`config.mk`:
```
export PLATFORM = sky130hd
export DESIGN_NAME = rv32m_muldiv
export DESIGN_NICKNAME = d
export VERILOG_FILES = /design/src/rtl/riscv_pkg.sv /design/src/rtl/rv32m_div_core.sv /design/src/rtl/rv32m_muldiv.sv
export SDC_FILE = /design/constraint.sdc
export NUM_CORES = 2
export LEC_CHECK = 0
export CAP_MARGIN = 15
export CORE_MARGIN = 1.5
export CORE_UTILIZATION = 52
export CTS_CLUSTER_SIZE = 14
export DETAILED_ROUTE_END_ITERATION = 7
export PLACE_DENSITY_LB_ADDON = 0.12
export SLEW_MARGIN = 10
export SYNTH_ARGS = -nofsm -noshare
export SYNTH_HDL_FRONTEND = slang
export SYNTH_HIERARCHICAL = 1
export SYNTH_SLANG_ARGS = --single-unit
```
`constraint.sdc`:
```
create_clock -name clk -period 22.4 [get_ports clk]
set_input_delay 2.24 -clock clk [delete_from_list [all_inputs] [get_ports clk]]
set_output_delay 2.24 -clock clk [all_outputs]
set_load 0.02 [all_outputs]
```
`src/rtl/riscv_pkg.sv`:
```
// rtl/riscv_pkg.sv - shared RV32M multiply/divide types and constants
// Purpose: funct3 operation encodings, muldiv FSM states and the XLEN constant.
// Ports: none (package).
package riscv_pkg;

  localparam int XLEN      = 32;
  localparam int DIV_ITERS = 32;

  typedef enum logic [2:0] {
    OP_MUL    = 3'b000,
    OP_MULH   = 3'b001,
    OP_MULHSU = 3'b010,
    OP_MULHU  = 3'b011,
    OP_DIV    = 3'b100,
    OP_DIVU   = 3'b101,
    OP_REM    = 3'b110,
    OP_REMU   = 3'b111
  } muldiv_op_e;

  typedef enum logic [2:0] {
    ST_IDLE,
    ST_MUL,
    ST_DIV,
    ST_FIX,
    ST_DONE
  } muldiv_state_e;

  // DIV and REM are the signed divide ops; funct3 bit 0 clear marks them.
  function automatic logic is_signed_div(input muldiv_op_e op);
    return op[2] & ~op[0];
  endfunction

endpackage

```
`src/rtl/rv32m_div_core.sv`:
```
// rtl/rv32m_div_core.sv - restoring unsigned divider iterator
// Purpose: one restoring step per cycle on unsigned magnitudes.
// Ports: clk, rst_n (async active-low), load (start new division),
//        a_abs/b_abs (dividend/divisor magnitudes), q/r (quotient/remainder),
//        last (final iteration runs this cycle).
module rv32m_div_core
  import riscv_pkg::*;
#(
  parameter int XLEN_P      = XLEN,
  parameter int DIV_ITERS_P = DIV_ITERS
) (
  input  logic              clk,
  input  logic              rst_n,
  input  logic              load,
  input  logic [XLEN_P-1:0] a_abs,
  input  logic [XLEN_P-1:0] b_abs,
  output logic [XLEN_P-1:0] q,
  output logic [XLEN_P-1:0] r,
  output logic              last
);

  localparam int CW = $clog2(DIV_ITERS_P);

  logic [XLEN_P-1:0] rem_q, quo_q, dvs_q, rem_next;
  logic [XLEN_P:0]   rem_sh, diff;
  logic [CW-1:0]     cnt_q;
  logic              active_q, ge;

  // The quotient register doubles as the dividend shifter: its MSB feeds the
  // remainder while quotient bits enter at the LSB.
  always_comb begin
    rem_sh   = {rem_q, quo_q[XLEN_P-1]};
    ge       = rem_sh >= {1'b0, dvs_q};
    diff     = rem_sh - {1'b0, dvs_q};
    rem_next = XLEN_P'(ge ? diff : rem_sh);
  end

  always_ff @(posedge clk or negedge rst_n) begin
    if (!rst_n) begin
      rem_q    <= '0;
      quo_q    <= '0;
      dvs_q    <= '0;
      cnt_q    <= '0;
      active_q <= 1'b0;
    end else if (load) begin
      rem_q    <= '0;
      quo_q    <= a_abs;
      dvs_q    <= b_abs;
      cnt_q    <= CW'(DIV_ITERS_P - 1);
      active_q <= 1'b1;
    end else if (active_q) begin
      rem_q <= rem_next;
      quo_q <= {quo_q[XLEN_P-2:0], ge};
      cnt_q <= cnt_q - 1'b1;
      if (cnt_q == '0) active_q <= 1'b0;
    end
  end

  assign q    = quo_q;
  assign r    = rem_q;
  assign last = active_q && (cnt_q == '0);

endmodule

```
`src/rtl/rv32m_muldiv.sv`:
```
// rtl/rv32m_muldiv.sv - RV32M multiply/divide unit for the EX stage
// Purpose: MUL* in 2 cycles, DIV/REM in 34 (fast paths 2), with flush.
// Ports: clk, rst_n (async active-low), start, op (funct3), A (rs1), B (rs2),
//        flush, busy, done (1-cycle pulse), result (held until next accept).
module rv32m_muldiv
  import riscv_pkg::*;
#(
  parameter int XLEN_P      = XLEN,
  parameter int DIV_ITERS_P = DIV_ITERS
) (
  input  logic              clk,
  input  logic              rst_n,
  input  logic              start,
  input  logic [2:0]        op,
  input  logic [XLEN_P-1:0] A,
  input  logic [XLEN_P-1:0] B,
  input  logic              flush,
  output logic              busy,
  output logic              done,
  output logic [XLEN_P-1:0] result
);

  muldiv_state_e     state_q, state_d;
  muldiv_op_e        op_in, op_q;
  logic [XLEN_P-1:0] a_q, b_q, fast_qv_q, fast_rv_q, result_q;
  logic              q_neg_q, r_neg_q, fast_q;

  logic              accept, sdiv, b_zero, ovf, fast, core_load, core_last;
  logic [XLEN_P-1:0] a_abs, b_abs, core_q, core_r, q_fix, r_fix, div_res, mul_res;
  logic              a_sx, b_sx;
  logic [2*XLEN_P-1:0] prod;

  assign op_in = muldiv_op_e'(op);

  always_comb begin
    sdiv      = is_signed_div(op_in);
    a_abs     = (sdiv && A[XLEN_P-1]) ? -A : A;
    b_abs     = (sdiv && B[XLEN_P-1]) ? -B : B;
    b_zero    = (B == '0);
    ovf       = sdiv && (A == {1'b1, {(XLEN_P-1){1'b0}}}) && (B == '1);
    fast      = b_zero || ovf;
    accept    = (state_q == ST_IDLE) && start && !flush;
    core_load = accept && op_in[2] && !fast;
  end

  always_comb begin
    state_d = state_q;
    case (state_q)
      ST_IDLE: if (accept) state_d = !op_in[2] ? ST_MUL : (fast ? ST_FIX : ST_DIV);
      ST_MUL:  state_d = ST_DONE;
      ST_DIV:  if (core_last) state_d = ST_FIX;
      ST_FIX:  state_d = ST_DONE;
      ST_DONE: state_d = ST_IDLE;
      default: state_d = ST_IDLE;
    endcase
    if (flush) state_d = ST_IDLE;
  end

  // Sign- or zero-extending both operands to 2*XLEN and keeping the low
  // 2*XLEN product bits gives the same value as a 33x33 signed multiply.
  always_comb begin
    a_sx    = (op_q == OP_MULH) || (op_q == OP_MULHSU);
    b_sx    = (op_q == OP_MULH);
    prod    = {{XLEN_P{a_sx & a_q[XLEN_P-1]}}, a_q} * {{XLEN_P{b_sx & b_q[XLEN_P-1]}}, b_q};
    mul_res = (op_q == OP_MUL) ? prod[XLEN_P-1:0] : prod[2*XLEN_P-1:XLEN_P];
    q_fix   = fast_q ? fast_qv_q : (q_neg_q ? -core_q : core_q);
    r_fix   = fast_q ? fast_rv_q : (r_neg_q ? -core_r : core_r);
    div_res = op_q[1] ? r_fix : q_fix;
  end

  always_ff @(posedge clk or negedge rst_n) begin
    if (!rst_n) begin
      state_q   <= ST_IDLE;
      op_q      <= OP_MUL;
      a_q       <= '0;
      b_q       <= '0;
      q_neg_q   <= 1'b0;
      r_neg_q   <= 1'b0;
      fast_q    <= 1'b0;
      fast_qv_q <= '0;
      fast_rv_q <= '0;
      result_q  <= '0;
    end else begin
      state_q <= state_d;
      if (accept) begin
        op_q      <= op_in;
        a_q       <= A;
        b_q       <= B;
        q_neg_q   <= sdiv && (A[XLEN_P-1] ^ B[XLEN_P-1]);
        r_neg_q   <= sdiv && A[XLEN_P-1];
        fast_q    <= fast;
        fast_qv_q <= b_zero ? '1 : {1'b1, {(XLEN_P-1){1'b0}}};
        fast_rv_q <= b_zero ? A : '0;
      end
      if (!flush && (state_q == ST_MUL)) result_q <= mul_res;
      if (!flush && (state_q == ST_FIX)) result_q <= div_res;
    end
  end

  rv32m_div_core #(
    .XLEN_P      (XLEN_P),
    .DIV_ITERS_P (DIV_ITERS_P)
  ) u_div_core (
    .clk   (clk),
    .rst_n (rst_n),
    .load  (core_load),
    .a_abs (a_abs),
    .b_abs (b_abs),
    .q     (core_q),
    .r     (core_r),
    .last  (core_last)
  );

  assign busy   = (state_q != ST_IDLE);
  assign done   = (state_q == ST_DONE);
  assign result = result_q;

endmodule

```
==> flow_summary.rst <==
.. list-table::
   :header-rows: 1

   * - Metric
     - Value
   * - Number of global-route vias before repair
     - 43200
   * - Routability cong.
     - 0.938
   * - Startpoint-to-endpoint class of the critical path
     - reg -> reg
   * - Kind of start point of the critical path
     - flip-flop
   * - Number of endpoints with negative hold slack in the final report
     - 0
   * - Cells after Synth
     - 6130
   * - Effective utilization at floorplan
     - 52.4%
   * - CTS sink count
     - 241
   * - Largest net degree at the start of global routing
     - 111
   * - Avg Vias per Cell
     - 5.55
   * - H-Tree Level Count
     - 1
   * - Clock tree from TritonCTS
     - built
   * - Total Routing Usage GR
     - 30.5%
   * - Unrepaired setup endpoints after global routing
     - no
   * - Cell with the most instances after synthesis
     - nand2_1
   * - Count of state elements after synthesis
     - 241
   * - Share of the synthesized area in the top cell type
     - 42.3%
   * - Overall overflow remaining after global route
     - 0
   * - Area of the die
     - 104000 µm²
   * - Fill cell total of the finished layout
     - 9432
   * - Crit path time final
     - 9890 ps
   * - Total of endpoints with negative setup slack in the final report
     - 0
   * - Cell type with the largest total area after synthesis
     - fa_1
   * - Share of final-layout standard cells stronger than drive strength 1
     - 3.21%
   * - Combined area of the multi-input logic cells
     - 41300 µm²
   * - Accumulated negative setup slack
     - 0 ps
   * - Post-CTS setup buffers
     - 0
   * - Clock slew seen by the registers of the worst setup and hold paths
     - 60 ps
   * - Netlist cell types
     - 86
   * - Worst slew slack as a fraction of its limit
     - 24.0%
   * - Endpoint kind of the worst setup timing path
     - flip-flop
   * - CTS buffer count
     - 30
   * - Main synth FF type
     - dfrtp_1
   * - Drc violations
     - 0
   * - Synthesized Nets
     - 7578
   * - Number of port buffers
     - 104
   * - Count of hold buffers inserted by post-cts repair
     - 0
   * - Max-cap viol count
     - 0
   * - Result of the run
     - finished clean
   * - P&R area growth vs syn
     - 5.91%
   * - Synth area leaders
     - fa_1 (42%), dfrtp_1 (11%), nand2_1 (8.7%)
   * - Total Routed Length
     - 153000 µm
   * - Post-cts sizing count
     - 0
   * - Period utilisation layout
     - 44.2%
   * - Asr flop ratio synth
     - 100%
   * - Cell with the largest stage delay on the worst path
     - fa_1
   * - Number of enable-type register cells in the synthesized netlist
     - 0
   * - Total count of max-transition violations in the final report
     - 0
   * - Number of antenna violations at the first check in global routing
     - 2
   * - Site row count
     - 117
   * - Placeable core region
     - 102000 µm²
   * - CTS Root Buffer Type
     - clkbuf_16
   * - Worst-skew pair later-pin latency
     - 570 ps
   * - Max Buffers Root-to-Sink
     - 3
   * - Detailed-placement wirelength estimate
     - 123000 µm
   * - Routed length per instance
     - 20.6 µm
   * - Data required time at the worst endpoint
     - 22810 ps
   * - Most frequent CP cell
     - fa_1
   * - Area used by sequential logic in the layout
     - 6050 µm²
   * - Highest cell delay on the worst timing path
     - 780 ps
   * - DR iter-0 viols
     - 2619
   * - Worst Path Arrival
     - 10300 ps
   * - First-pass GRT wire length
     - 246000 µm
   * - Total number of nets in the final design
     - 7445
   * - Setup Skew
     - 10.2 ps
   * - Area of the mapped netlist
     - 53300 µm²
   * - Register-to-register path setup slack
     - 12510 ps
   * - Die boundary height
     - 323 µm
   * - Commonest cells post-synth
     - nand2_1 (1235), inv_1 (1234), fa_1 (1126)
   * - Measured slew at the worst slew-check pin
     - 1130 ps
   * - Number of I/O pins
     - 105
   * - Via count
     - 41000
   * - Number of warnings printed during yosys synthesis
     - 6
   * - Portion of the post-synthesis area used by sequential elements
     - 11.3%
   * - Pre-Repair DR Iteration Count
     - 6
   * - Post-DRT Antenna Nets
     - 0
   * - Worst min-delay path category
     - reg -> reg
   * - X dimension of the die
     - 323 µm
   * - Max Fanout on Critical Path
     - 50
   * - Synthesized area divided by synthesized cell count
     - 8.69 µm²
   * - Max frequency
     - 0.101 GHz
[path summary, 6_finish.rpt]
path                                     to  cells past startpoint  startpoint
max                              result[29]                     30     op_q[1]
min in group asynchronous  u_div_core/r[22]                      1       rst_n
max reg2reg                      result[29]                     30     op_q[1]
max in group asynchronous            b_q[8]                      2       rst_n
min reg2reg                          a_q[9]                      2      a_q[9]
min                                  a_q[9]                      2      a_q[9]
[flip-flops by register name, summed over array words and instances, names as in the netlist]
signal               count
a_q                     32
fast_qv_q                2
b_q                     32
u_div_core/r            32
r_neg_q                  1
op_q                     3
result                  32
fast_q                   1
u_div_core/dvs_q        32
q_neg_q                  1
u_div_core/cnt_q         5
u_div_core/active_q      1
fast_rv_q               32
u_div_core/q            32
state_q                  3
[metal layers]
| metal | GRT usage (%) | wire length, µm |
|---|---|---|
| met4 | 8.51 | 5090 |
| met1 | 40.7 | 64300 |
| met3 | 2.27 | 6830 |
| met5 | 0 | 0 |
| met2 | 53.4 | 76400 |
[area by class of cell]
type / count / area share [%]
Antenna cell: 1 / 0.00443
Clock buffer: 47 / 1.66
Clock inverter: 9 / 0.219
Inverter: 1235 / 8.21
Multi-Input combinational cell: 4304 / 73.2
Sequential cell: 241 / 10.7
Tap cell: 1368 / 3.03
Timing Repair Buffer: 185 / 2.93
[critical path: cells and delay by family (launching register included)]
family                   cells  cell delay, ps
AO/OA/AOI/OAI                5            1100
adder cells (fa/ha/maj)      9            4910
flip-flops                   1             350
buffers and inverters        9            1900
XOR/XNOR                     1             240
multiplexers                 1             260
AND/OR/NAND/NOR              5             950
[layout by cell type (no fill, tap or decap), types with 25 or more instances in the layout]
master	netlist	routed
a211oi_1	25	25
a21o_1	35	35
a21oi_1	150	150
and2_1	320	320
buf_4	0	81
clkbuf_16	0	31
clkdlybuf4s50_1	0	103
dfrtp_1	241	225
fa_1	1126	1126
ha_1	251	251
inv_1	1234	1234
mux2i_1	41	41
nand2_1	1235	1235
nand3_1	39	39
nand4_1	32	32
nor2_1	152	151
nor3_1	35	34
o21ai_0	268	268
o31ai_1	28	28
or3_1	26	26
xnor2_1	124	124
xor2_1	91	91
[stage by stage]
step	area (µm²)	worst slack, ps	utilization [%]	cells	hold slack (ps)
6_report	56400	12510	55.5	7390	474
5_1_grt	56400	11870	55.5	7389	490
4_1_cts	56400	12490	55.5	7389	475
3_5_place_dp	55400	12520	54.4	7333	458
3_3_place_gp	55400	12730	54.4	7333	444
2_1_floorplan	53300	13960	-	6130	430
[logic make-up (layout without fill, tap and decap cells)]
kind of cell	count (synthesis)	in the layout	share of synthesized area [%]
and+or+nand+nor	1963	1963	16.6
DFF	241	241	11.3
xor gates and xnor gates	215	215	3.53
other	0	1	0
adders and majority gates	1377	1377	48.2
buffers and inverters	1585	1476	11.2
AOI/OAI and AO/OA	702	702	8.20
muxes	47	47	0.981
Power is not shown: default switching activity piles up to over one toggle a cycle in this logic, so the estimate is an artifact.
